<file path="src/rtl/pc_branch_unit_if.sv">
// Bus bundle for pc_branch_unit: the fetch-stage request (PC, offset, branch
// type, zero flag) and the registered next-PC result.
interface pc_branch_unit_if #(
  parameter int WIDTH     = 32,
  parameter int IMM_WIDTH = 16
);
  logic                 in_valid;
  logic [WIDTH-1:0]     PC;
  logic [IMM_WIDTH-1:0] immediate;
  logic                 branch_eq;
  logic                 branch_ne;
  logic                 zero;

  logic                 out_valid;
  logic [WIDTH-1:0]     PCBranch;
  logic [WIDTH-1:0]     PCPlus4;
  logic                 taken;
  logic [WIDTH-1:0]     pc_next;
  logic                 wrapped;
  logic                 misaligned;

  modport master (
    output in_valid, PC, immediate, branch_eq, branch_ne, zero,
    input  out_valid, PCBranch, PCPlus4, taken, pc_next, wrapped, misaligned
  );

  modport slave (
    input  in_valid, PC, immediate, branch_eq, branch_ne, zero,
    output out_valid, PCBranch, PCPlus4, taken, pc_next, wrapped, misaligned
  );
endinterface

</file>
<file path="src/rtl/pc_branch_unit.sv">
// Branch-target generator for the MIPS fetch stage: computes PC+4 and the
// branch target, resolves BEQ/BNE, and registers the selected next PC.
module pc_branch_unit #(
  parameter int WIDTH     = 32,
  parameter int IMM_WIDTH = 16
) (
  input logic              clk,
  input logic              rst_n,
  pc_branch_unit_if.slave  bus
);

  logic [WIDTH-1:0] sext;
  logic [WIDTH-1:0] off;
  logic [WIDTH-1:0] plus4;
  logic [WIDTH-1:0] target;
  logic             carry_plus4;
  logic             carry_target;
  logic             off_neg;
  logic             taken_d;
  logic             wrapped_d;

  assign sext    = {{(WIDTH-IMM_WIDTH){bus.immediate[IMM_WIDTH-1]}}, bus.immediate};
  assign off     = sext << 2;
  assign off_neg = bus.immediate[IMM_WIDTH-1];

  assign {carry_plus4, plus4}   = {1'b0, bus.PC} + {{(WIDTH-2){1'b0}}, 3'd4};
  assign {carry_target, target} = {1'b0, plus4} + {1'b0, off};

  // Adding a negative offset in two's complement sets the carry when the result
  // stays in range, so a borrow out of WIDTH bits shows up as a missing carry.
  assign wrapped_d = carry_plus4 | (off_neg ? ~carry_target : carry_target);
  assign taken_d   = (bus.branch_eq & bus.zero) | (bus.branch_ne & ~bus.zero);

  logic             out_valid_q;
  logic [WIDTH-1:0] pc_branch_q;
  logic [WIDTH-1:0] pc_plus4_q;
  logic             taken_q;
  logic [WIDTH-1:0] pc_next_q;
  logic             wrapped_q;
  logic             misaligned_q;

  // NOTE: sequential state uses non-blocking assignments so every register
  // samples pre-edge values; data registers are reset too so outputs read 0.
  always_ff @(posedge clk or negedge rst_n) begin
    if (!rst_n) begin
      out_valid_q  <= 1'b0;
      pc_branch_q  <= '0;
      pc_plus4_q   <= '0;
      taken_q      <= 1'b0;
      pc_next_q    <= '0;
      wrapped_q    <= 1'b0;
      misaligned_q <= 1'b0;
    end else begin
      out_valid_q <= bus.in_valid;
      if (bus.in_valid) begin
        pc_branch_q  <= target;
        pc_plus4_q   <= plus4;
        taken_q      <= taken_d;
        pc_next_q    <= taken_d ? target : plus4;
        wrapped_q    <= wrapped_d;
        misaligned_q <= |bus.PC[1:0];
      end
    end
  end

  assign bus.out_valid  = out_valid_q;
  assign bus.PCBranch   = pc_branch_q;
  assign bus.PCPlus4    = pc_plus4_q;
  assign bus.taken      = taken_q;
  assign bus.pc_next    = pc_next_q;
  assign bus.wrapped    = wrapped_q;
  assign bus.misaligned = misaligned_q;

endmodule

</file>
<file path="src/flat_wrapper.sv">
// flat-port wrapper written by rule: the top's interface ports become plain ports
module pc_branch_unit_flat 
#(
  parameter int WIDTH     = 32,
  parameter int IMM_WIDTH = 16
)
  (clk, rst_n, bus_in_valid, bus_PC, bus_immediate, bus_branch_eq, bus_branch_ne, bus_zero, bus_out_valid, bus_PCBranch, bus_PCPlus4, bus_taken, bus_pc_next, bus_wrapped, bus_misaligned);
  pc_branch_unit_if #(.WIDTH(WIDTH), .IMM_WIDTH(IMM_WIDTH)) bus_i ();
  input logic clk;
  input logic rst_n;
  input wire logic [$bits(bus_i.in_valid)-1:0] bus_in_valid;
  input wire logic [$bits(bus_i.PC)-1:0] bus_PC;
  input wire logic [$bits(bus_i.immediate)-1:0] bus_immediate;
  input wire logic [$bits(bus_i.branch_eq)-1:0] bus_branch_eq;
  input wire logic [$bits(bus_i.branch_ne)-1:0] bus_branch_ne;
  input wire logic [$bits(bus_i.zero)-1:0] bus_zero;
  output wire logic [$bits(bus_i.out_valid)-1:0] bus_out_valid;
  output wire logic [$bits(bus_i.PCBranch)-1:0] bus_PCBranch;
  output wire logic [$bits(bus_i.PCPlus4)-1:0] bus_PCPlus4;
  output wire logic [$bits(bus_i.taken)-1:0] bus_taken;
  output wire logic [$bits(bus_i.pc_next)-1:0] bus_pc_next;
  output wire logic [$bits(bus_i.wrapped)-1:0] bus_wrapped;
  output wire logic [$bits(bus_i.misaligned)-1:0] bus_misaligned;
  assign bus_i.in_valid = bus_in_valid;
  assign bus_i.PC = bus_PC;
  assign bus_i.immediate = bus_immediate;
  assign bus_i.branch_eq = bus_branch_eq;
  assign bus_i.branch_ne = bus_branch_ne;
  assign bus_i.zero = bus_zero;
  assign bus_out_valid = bus_i.out_valid;
  assign bus_PCBranch = bus_i.PCBranch;
  assign bus_PCPlus4 = bus_i.PCPlus4;
  assign bus_taken = bus_i.taken;
  assign bus_pc_next = bus_i.pc_next;
  assign bus_wrapped = bus_i.wrapped;
  assign bus_misaligned = bus_i.misaligned;
  pc_branch_unit #(.WIDTH(WIDTH), .IMM_WIDTH(IMM_WIDTH)) u_core (.clk(clk), .rst_n(rst_n), .bus(bus_i));
endmodule
</file>
<file path="config.mk">
export PLATFORM = sky130hd
export DESIGN_NAME = pc_branch_unit_flat
export DESIGN_NICKNAME = d
export VERILOG_FILES = /design/src/rtl/pc_branch_unit_if.sv /design/src/rtl/pc_branch_unit.sv /design/src/flat_wrapper.sv
export SDC_FILE = /design/constraint.sdc
export NUM_CORES = 1
export LEC_CHECK = 0
export ABC_AREA = 0
export CORE_MARGIN = 5
export CORE_UTILIZATION = 35
export CTS_CLUSTER_SIZE = 16
export DETAILED_ROUTE_END_ITERATION = 8
export PLACE_DENSITY = 0.65
export SYNTH_ARGS = -nofsm -noshare
export SYNTH_HDL_FRONTEND = slang
export SYNTH_SLANG_ARGS = --single-unit
</file>
<file path="constraint.sdc">
create_clock -name clk -period 1.1 [get_ports clk]
set_input_delay 0.165 -clock clk [delete_from_list [all_inputs] [get_ports clk]]
set_output_delay 0.165 -clock clk [all_outputs]
set_load 0.005 [all_outputs]
</file>
=== Word-level counts from Yosys, hierarchy flattened ===
Cells that the tools add are included.

* Register bits: 100
* Input port bits: 54
* Output and inout bits: 100
* Word-level logic and storage cells: 18

* $add $sub $neg: 2
* Multiplexer cells: 2
* Bitwise logic cells: 6
* Reductions and logical operators: 1

{| class="wikitable"
|+ Operator list
! kind !! count
|-
| $add 32x3->33 const B || 1
|-
| $add 32x32->33 || 1
|-
| $mux 32 || 1
|-
| $and 1x1->1 || 2
|-
| $not 1->1 || 2
|-
| $or 1x1->1 || 2
|-
| $reduce_or 2->1 || 1
|-
| $mux 1 || 1
|}

=== Depth between registers and ports, before layout ===
Gate-level depths: netlist of run 1.

* Depth after elaboration: 5
* Gate-level depth with buffers: 16
* Gate-level depth less buffers: 16

=== Worst setup path after synthesis of run 1 ===
No wires, ideal clock.

* Kind: input to register
* From: input port bus_PC[3]
* To: register u_core.pc_branch_q[28], in the netlist u_core.bus.PCBranch[28]
* Setup time: 125 ps
* Arrival time: 3361 ps
* Data required time: 975 ps
* Setup slack: -2385 ps
* Stages on the path: 16
* Buffers on the path: 1
* Cells stage by stage: and4_1 nand2_1 nor3_1 and3_1 xnor2_1 inv_1 ha_1 buf_6 a21o_1 a21o_1 a221o_1 a221o_1 a31oi_4 o21ai_2 xor2_1 mux2_2

* Longest elaborated chain between the ends: 2

{| class="wikitable"
|+ RTL lines
! what !! line !! source
|-
| from (decl) || flat_wrapper.sv:12 || <nowiki>input wire logic [$bits(bus_i.PC)-1:0] bus_PC;</nowiki>
|-
| $add 32x3->33 || pc_branch_unit.sv:26 || <nowiki>assign {carry_plus4, plus4} = {1'b0, bus.PC} + {{(WIDTH-2){1'b0}}, 3'd4};</nowiki>
|-
| net u_core.plus4[17] || pc_branch_unit.sv:14 || <nowiki>logic [WIDTH-1:0] plus4;</nowiki>
|-
| $add 32x32->33 || pc_branch_unit.sv:27 || <nowiki>assign {carry_target, target} = {1'b0, plus4} + {1'b0, off};</nowiki>
|-
| to (signal assigned) || pc_branch_unit.sv:56 || <nowiki>pc_branch_q <= target;</nowiki>
|-
| to (decl) || pc_branch_unit.sv:35 || <nowiki>logic [WIDTH-1:0] pc_branch_q;</nowiki>
|}

The timed path passes the listed nets, and every way through them passes these cells.
A chain may end at the register's enable or synchronous reset.

=== Worst setup path in the final report of run 1 ===
* From: input port bus_PC[9]
* To: register u_core.pc_branch_q[28], in the netlist u_core.bus.PCBranch[28]

The elaborated chain is that of the path after synthesis.

==> flow_summary.json, run 1 <==
{
  "critical_path_arrival_ns": 3.38,
  "cts-root-buf": "sky130_fd_sc_hd__clkbuf_16",
  "mapped_cells": 697,
  "power.static_leakage_nw": 5.75,
  "grt_remaining_overflow": 0,
  "status": "finished with violations",
  "pwr_density_nw_per_um2": 1140,
  "crit_path_end_kind": "flop",
  "power.internal_w": 0.00933,
  "layout_worst_path_cycle_share_pct": 285,
  "setup_violations": 84,
  "setup.worst_path.end": "u_core.bus.PCBranch[28]",
  "starting_utilization_of_the_core_area_pct": 35.6,
  "grt_first_pass_wirelength_um": 40300,
  "criticalPathCategory": "primary input to flop",
  "die_area_sq_um": 20300,
  "combinationalPowerShare_pct": 46.9,
  "postSynth.asyncResetShare_pct": 100,
  "max_clock_freq_mhz": 319,
  "synth_mux_area_share_pct": 6.54,
  "gr-max-usage-layer": "met2",
  "postSynthNetCount": 791,
  "worst_slack_ns": -2.03,
  "port_buffers": 153,
  "synth_top_family_by_area": "simple AND/OR/NAND/NOR gates",
  "vias_in_the_first_global_route": 7468,
  "floorplan.die.height_um": 142,
  "synthToLayoutAreaGrowth_pct": 104,
  "share_of_synthesized_cell_area_in_and_or_nand_and_nor_gates_pct": 18.0,
  "grt_start_max_net_pins": 58,
  "fin_skew_ns": 0,
  "predominant_post_synthesis_flop_cell": "sky130_fd_sc_hd__dfrtp_1",
  "num_rows": 48,
  "detail_route.vias_per_cell": 5.37,
  "synth_seq_cells": 96,
  "final_layout_size_suffix_gt1_share_pct": 63.3,
  "power.clock.fraction_pct": 21.8,
  "dp_hpwl_um": 17100,
  "critical_path.reg2reg.endpoint": "u_core.bus.pc_next[1]",
  "relSlewSlack_pct": 71.6,
  "core-area_sq_um": 17200,
  "worst_pin_slew_ns": 0.426,
  "hold_path_class": "primary input to asynchronous set/reset pin",
  "highest_cell_delay_on_the_worst_timing_path_ns": 0.37,
  "preCtsSetupSlack_ns": -2.84,
  "worstPathCellList": "buf_8, nand4_1, buf_6, nor4_4, buf_4, nand2_4, xor2_2, inv_1, ha_4, a21o_1, a21o_1, a221o_1, a221o_1, a31oi_4, o21ai_2, xor2_1, mux2_4",
  "critical-path-slowest-cell": "sky130_fd_sc_hd__nor4_4",
  "detail_route.iter0.violations": 580,
  "syn_area_sq_um": 6140,
  "total_switching_power_w": 0.00500,
  "die_wd_um": 142,
  "finish.instance_area_sq_um": 12500,
  "crit_path_start_kind": "primary input",
  "finish.utilization_pct": 72.8,
  "antenna_violations_before_repair": 0,
  "compound_gate_portion_of_the_synthesized_area_pct": 15.9,
  "timing.rr.start": "u_core.bus.pc_next[1]",
  "synth_seq_area_share_pct": 39.1,
  "fin_nets": 1250,
  "finalWirelength_um": 29600,
  "max-vdd-ir-drop_mv": 0.818,
  "max_cap_viol_count": 0,
  "final-instance-count-excl-fill": 1387,
  "finalWeightedCongestion": 0.916,
  "mean_instance_size_in_the_synthesized_netlist_sq_um": 8.81,
  "post_synth_edffs": 0,
  "critical_path_origin": "bus_PC[9]",
  "track_usage_pct": 25.2,
  "antenna_violating_nets_post_route": 0,
  "layout.cells.most_common": "sky130_fd_sc_hd__buf_4",
  "failed_checks": "negative setup slack",
  "synthesis.yosys.warnings": 0,
  "final_hold_viol_count": 0,
  "timing.reg2reg.setup_slack_ns": 0.07,
  "io-pin-count": 154,
  "cts.clk_slew.worst_paths_ns": 0.07,
  "drc": 0,
  "final.min_clock_period_ns": 3.13,
  "xor_xnor_share_of_the_synthesized_area_pct": 8.13,
  "synth_cell_type_count": 47,
  "rsz_0062_raised_after_global_routing": "yes",
  "p_seq_share_pct": 31.3,
  "vias": 7452,
  "gr_util_met3_pct": 3.26,
  "first_pass_iters": 5,
  "cts-root-to-sink-buffers": 2,
  "final_cell_mix": "sky130_fd_sc_hd__buf_4 (235), sky130_fd_sc_hd__nor2_1 (96), sky130_fd_sc_hd__buf_2 (96), sky130_fd_sc_hd__dfrtp_1 (96), sky130_fd_sc_hd__buf_6 (84)",
  "worstRegToRegCells": 3,
  "cts.sink_count": 96,
  "sw_frac_of_total_pct": 34.9,
  "tritoncts": "built",
  "critical_path.max_fanout": 3,
  "totalPowerFinal_w": 0.0143,
  "placement.cell_area_sq_um": 9980,
  "worst_skew_pair_later_pin_latency_ns": 0.36,
  "post_drt_wl_per_cell_um": 21.3,
  "synth-adder-area-share_pct": 8.27,
  "depth_of_the_cts_h_tree": 3,
  "worstPathRequired_ns": 1.34,
  "met2_usage_pct": 40.7,
  "cts_buffers": 9,
  "maxSlewViolCount": 0,
  "met1_usage_pct": 34.1,
  "dp.cells": 1261
}
==> per-stage QoR <==
stage          hold slack, ns  setup TNS, ns
3_3_place_gp          -0.0281        -159.68
5_1_grt                 0.135        -101.34
4_1_cts                 0.131         -83.61
3_5_place_dp          -0.0265        -162.04
2_1_floorplan          -0.131         -77.72
6_report                0.144         -95.70
==> cell type report <==
type	instances	area, sq um
inverters	28	110
well taps	225	282
clock buffers	9	225
diodes	1	2.50
multi-input cells	541	5520
clock inverters	7	62.6
repair buffers	480	3940
fillers	1127	4690
flip-flops and latches	96	2400
==> cells in the mapped netlist, drive strengths merged, types with 3 or more instances <==
master,n,area (sq um)
a211oi,7,62.6
a21o,15,113
a21oi,67,335
a221o,7,70.1
a31oi,14,103
and3,12,75.1
buf,10,60.1
clkbuf,22,82.6
dfrtp,96,2400
ha,39,488
inv,28,105
mux2,33,372
mux2i,3,30.0
nand2,61,229
nand3,23,115
nand4,10,62.6
nor2,120,450
nor2b,3,18.8
nor3,12,60.1
o211ai,5,37.5
o21ai,19,103
o21bai,4,30.0
o31ai,3,22.5
or3,4,25.0
xnor2,32,280
xor2,25,219
==> registers in the layout, summed over array words and instances (netlist names) <==
name and flops:
u_core.bus.pc_next 32, u_core.bus.wrapped 1, u_core.bus.taken 1, u_core.bus.misaligned 1, u_core.bus.out_valid 1, u_core.bus.PCPlus4 30
u_core.bus.PCBranch 30
==> layer usage <==
layer / up-vias / part of all wire (%) / routed length [um]
li1: 3339 / - / -
met1: 3636 / 41 / 12200
met2: 371 / 48 / 14100
met3: 106 / 6.2 / 1840
met4: 0 / 4.6 / 1370
met5: - / 0 / 0
==> power by group through the flow <==
stage	combinational (W)	clock, W	sequential [W]
finish	0.00672	0.00312	0.00449
global route	0.00712	0.00331	0.00457
CTS	0.00587	0.00319	0.00447
detailed placement	0.00515	0	0.00457
global placement	0.00508	0	0.00456
floorplan	0.00206	0	0.00456
==> logic make-up after synthesis <==
group	after synthesis
and+or+nand+nor	255
adders and majority gates	40
muxes	36
DFF	96
buffers and inverters	60
AOI/OAI and AO/OA	153
xor gates and xnor gates	57
==> critical path: cells and delay by family <==
family	cells	cell delay, ns
multiplexers	1	0.27
AND/OR/NAND/NOR	3	0.57
adder cells (fa/ha/maj)	1	0.18
buffers and inverters	4	0.53
XOR/XNOR	2	0.32
AO/OA/AOI/OAI	6	1.35
==> how the worst min path moves through the flow <==
stage	start	to	slack, ns	cells after the start
2_1_floorplan	rst_n	u_core.bus.PCBranch[10]	-0.13	0
3_3_place_gp	rst_n	u_core.bus.out_valid	-0.03	1
3_5_place_dp	rst_n	u_core.bus.out_valid	-0.03	1
4_1_cts	rst_n	u_core.bus.out_valid	0.13	2
5_1_grt	rst_n	u_core.bus.out_valid	0.13	2
6_report	rst_n	u_core.bus.out_valid	0.14	2
==> timing repair <==
action / 4_1_cts / 5_1_grt
setup endpoints to repair: 192 / 90
gates resized for setup: 713 / 149
pin swaps: 132 / 105
buffers inserted: 104 / 42
endpoints found under the hold margin: 96 / 0
gates cloned: 1 / 0
hold buffers: 1 / 0
(Power assumes the default switching activity.)
==> run 2, diff against run 1 <==
--- a/config.mk
+++ b/config.mk
@@ -6,8 +6,8 @@
 export NUM_CORES = 1
 export LEC_CHECK = 0
 export ABC_AREA = 0
-export CORE_MARGIN = 5
 export CORE_UTILIZATION = 35
+export CTS_BUF_LIST = sky130_fd_sc_hd__clkbuf_2
 export CTS_CLUSTER_SIZE = 16
 export DETAILED_ROUTE_END_ITERATION = 8
 export PLACE_DENSITY = 0.65
==> run 2 against run 1 <==
Net effect:
- the flow still finishes with violations (negative setup slack)
- global-route usage increased by 1.5 points
- cell area decreased by 3.0%
- largest cell class unchanged
- total power decreased by 11%
- first-iteration DRC count decreased by 24%
==> flow_summary.json, run 2 (synthesis gave the netlist of run 1 again) <==
{
  "max_clock_freq_mhz": 371,
  "worstPathRequired_ns": 1.68,
  "status": "finished with violations",
  "final.min_clock_period_ns": 2.70,
  "floorplan.die.height_um": 134,
  "antenna_violations_before_repair": 1,
  "drc": 0,
  "cts.clk_slew.worst_paths_ns": 0.28,
  "cts-root-buf": "sky130_fd_sc_hd__clkbuf_2",
  "num_rows": 48,
  "track_usage_pct": 26.7,
  "worst_pin_slew_ns": 0.395,
  "power.clock.fraction_pct": 14.2,
  "crit_path_end_kind": "flop",
  "tritoncts": "built",
  "hold_path_class": "primary input to flop",
  "finish.instance_area_sq_um": 12200,
  "final_cell_mix": "sky130_fd_sc_hd__buf_4 (300), sky130_fd_sc_hd__nor2_1 (97), sky130_fd_sc_hd__dfrtp_1 (96), sky130_fd_sc_hd__buf_2 (95), sky130_fd_sc_hd__buf_6 (59)",
  "io-pin-count": 154,
  "failed_checks": "negative setup slack",
  "cts.sink_count": 96,
  "total_switching_power_w": 0.00448,
  "cts-root-to-sink-buffers": 2,
  "max-vdd-ir-drop_mv": 0.685,
  "grt_first_pass_wirelength_um": 37200,
  "starting_utilization_of_the_core_area_pct": 35.6,
  "sw_frac_of_total_pct": 35.2,
  "maxSlewViolCount": 0,
  "pwr_density_nw_per_um2": 1050,
  "vias": 7312,
  "worst_slack_ns": -1.60,
  "max_cap_viol_count": 0,
  "grt_start_max_net_pins": 33,
  "placement.cell_area_sq_um": 10100,
  "core-area_sq_um": 17200,
  "vias_in_the_first_global_route": 7059,
  "final_layout_size_suffix_gt1_share_pct": 61.4,
  "power.static_leakage_nw": 5.70,
  "p_seq_share_pct": 35.0,
  "post_drt_wl_per_cell_um": 18.2,
  "dp.cells": 1277,
  "detail_route.iter0.violations": 443,
  "depth_of_the_cts_h_tree": 3,
  "layout.cells.most_common": "sky130_fd_sc_hd__buf_4",
  "relSlewSlack_pct": 73.4,
  "layout_worst_path_cycle_share_pct": 245,
  "finalWirelength_um": 25900,
  "final_hold_viol_count": 0,
  "criticalPathCategory": "primary input to flop",
  "seq_area_sq_um": 2400,
  "detail_route.vias_per_cell": 5.15,
  "cts_buffers": 9,
  "fin_nets": 1284,
  "critical_path_arrival_ns": 3.28,
  "dp_hpwl_um": 17000,
  "synthToLayoutAreaGrowth_pct": 98.3,
  "worst_skew_pair_later_pin_latency_ns": 0.64,
  "final-instance-count-excl-fill": 1421,
  "antenna_violating_nets_post_route": 0,
  "final.fill_count": 1199,
  "grt_remaining_overflow": 0,
  "power.internal_w": 0.00827,
  "finalWeightedCongestion": 0.923,
  "setup_violations": 170,
  "first_pass_iters": 5,
  "critical_path.max_fanout": 3,
  "total_area_of_multi_input_combinational_cells_sq_um": 5210,
  "die_area_sq_um": 18100,
  "rsz_0062_raised_after_global_routing": "yes",
  "die_wd_um": 134,
  "combinationalPowerShare_pct": 50.8,
  "crit_path_start_kind": "primary input",
  "largest_register_ffs": 32,
  "fin_skew_ns": 0,
  "port_buffers": 153
}
## run 2: changes by cell type in the layout (fill, tap and decap cells not counted), moves of 5 or more
cell | before | now
sky130_fd_sc_hd__a21oi_1 | 20 | 36
sky130_fd_sc_hd__a21oi_2 | 38 | 23
sky130_fd_sc_hd__buf_4 | 235 | 300
sky130_fd_sc_hd__buf_6 | 84 | 59
sky130_fd_sc_hd__clkbuf_16 | 9 | 0
sky130_fd_sc_hd__clkdlybuf4s50_1 | 18 | 23
sky130_fd_sc_hd__nand3_2 | 3 | 8
sky130_fd_sc_hd__nand3_4 | 11 | 4
sky130_fd_sc_hd__xor2_1 | 2 | 7
## run 2: final cells by class
class	count	share of cell area, %
Timing Repair Buffer	514	33.4
Tap cell	225	2.31
Antenna cell	1	0.0206
Sequential cell	96	19.7
Clock buffer	10	0.411
Multi-Input combinational cell	541	42.8
Inverter	28	0.863
Clock inverter	6	0.493
## run 2: per-layer routing
layer | global-route usage (%) | routed length, um | vias to the layer above
met5 | 0 | 0 | -
met2 | 44.2 | 12700 | 277
met3 | 3.30 | 1430 | 59
met4 | 9.61 | 791 | 0
met1 | 36.0 | 11000 | 3574
li1 | - | - | 3402
## run 2: power groups by stage
stage / logic, W / clock network, W / registers, W
6_report: 0.00648 / 0.00181 / 0.00447
5_1_grt: 0.00691 / 0.00197 / 0.00454
4_1_cts: 0.00564 / 0.00184 / 0.00447
3_5_place_dp: 0.00513 / 0 / 0.00457
3_3_place_gp: 0.00509 / 0 / 0.00457
2_1_floorplan: 0.00206 / 0 / 0.00456
## run 2: worst max-delay path, stage by stage
cell and delay, ns:
sky130_fd_sc_hd__buf_8 0.09, sky130_fd_sc_hd__ha_4 0.13, sky130_fd_sc_hd__nand3_4 0.08, sky130_fd_sc_hd__nor4_4 0.37, sky130_fd_sc_hd__nand2_1 0.11, sky130_fd_sc_hd__xor2_1 0.19
sky130_fd_sc_hd__inv_1 0.11, sky130_fd_sc_hd__ha_4 0.18, sky130_fd_sc_hd__a21o_1 0.22, sky130_fd_sc_hd__a21o_1 0.19, sky130_fd_sc_hd__a221o_1 0.31, sky130_fd_sc_hd__a221o_1 0.36
sky130_fd_sc_hd__a31oi_4 0.25, sky130_fd_sc_hd__o21ai_2 0.11, sky130_fd_sc_hd__xor2_1 0.15, sky130_fd_sc_hd__mux2_4 0.27
## run 2: path summary, 6_finish.rpt
kind                                    startpoint                      end  slack (ns)  cells after the start
max reg2reg                 u_core.bus.pc_next[30]   u_core.bus.pc_next[30]        0.01                      3
min in group asynchronous                    rst_n  u_core.bus.PCBranch[31]        0.41                      3
min reg2reg                u_core.bus.PCBranch[26]  u_core.bus.PCBranch[26]        0.54                      1
max                                      bus_PC[3]  u_core.bus.PCBranch[28]       -1.60                     16
max in group asynchronous                    rst_n    u_core.bus.pc_next[9]        0.19                      4
min                               bus_immediate[0]   u_core.bus.PCBranch[2]        0.08                      3
## run 2: stage by stage
step                      TNS [ns]  hold WS (ns)  setup WS (ns)  utilization [%]  power [W]
final                       -91.00        0.0796          -1.60             70.6     0.0128
after global routing       -100.19        0.0662          -1.64             70.6     0.0134
after floorplan             -77.72        -0.131          -2.15                -    0.00662
after global placement     -163.39        0.0586          -2.87             58.4    0.00966
after detailed placement   -163.91        0.0584          -2.82             58.4    0.00971
after CTS                   -90.59    0.00000783          -1.50             66.1     0.0120
## run 2: timing repair
action                                 in CTS  in global routing
gates resized for setup                   665                108
hold buffers                                5                  1
endpoints found under the hold margin     104                 13
pin swaps                                 127                 98
setup endpoints to repair                 184                183
setup buffers                              99                 62
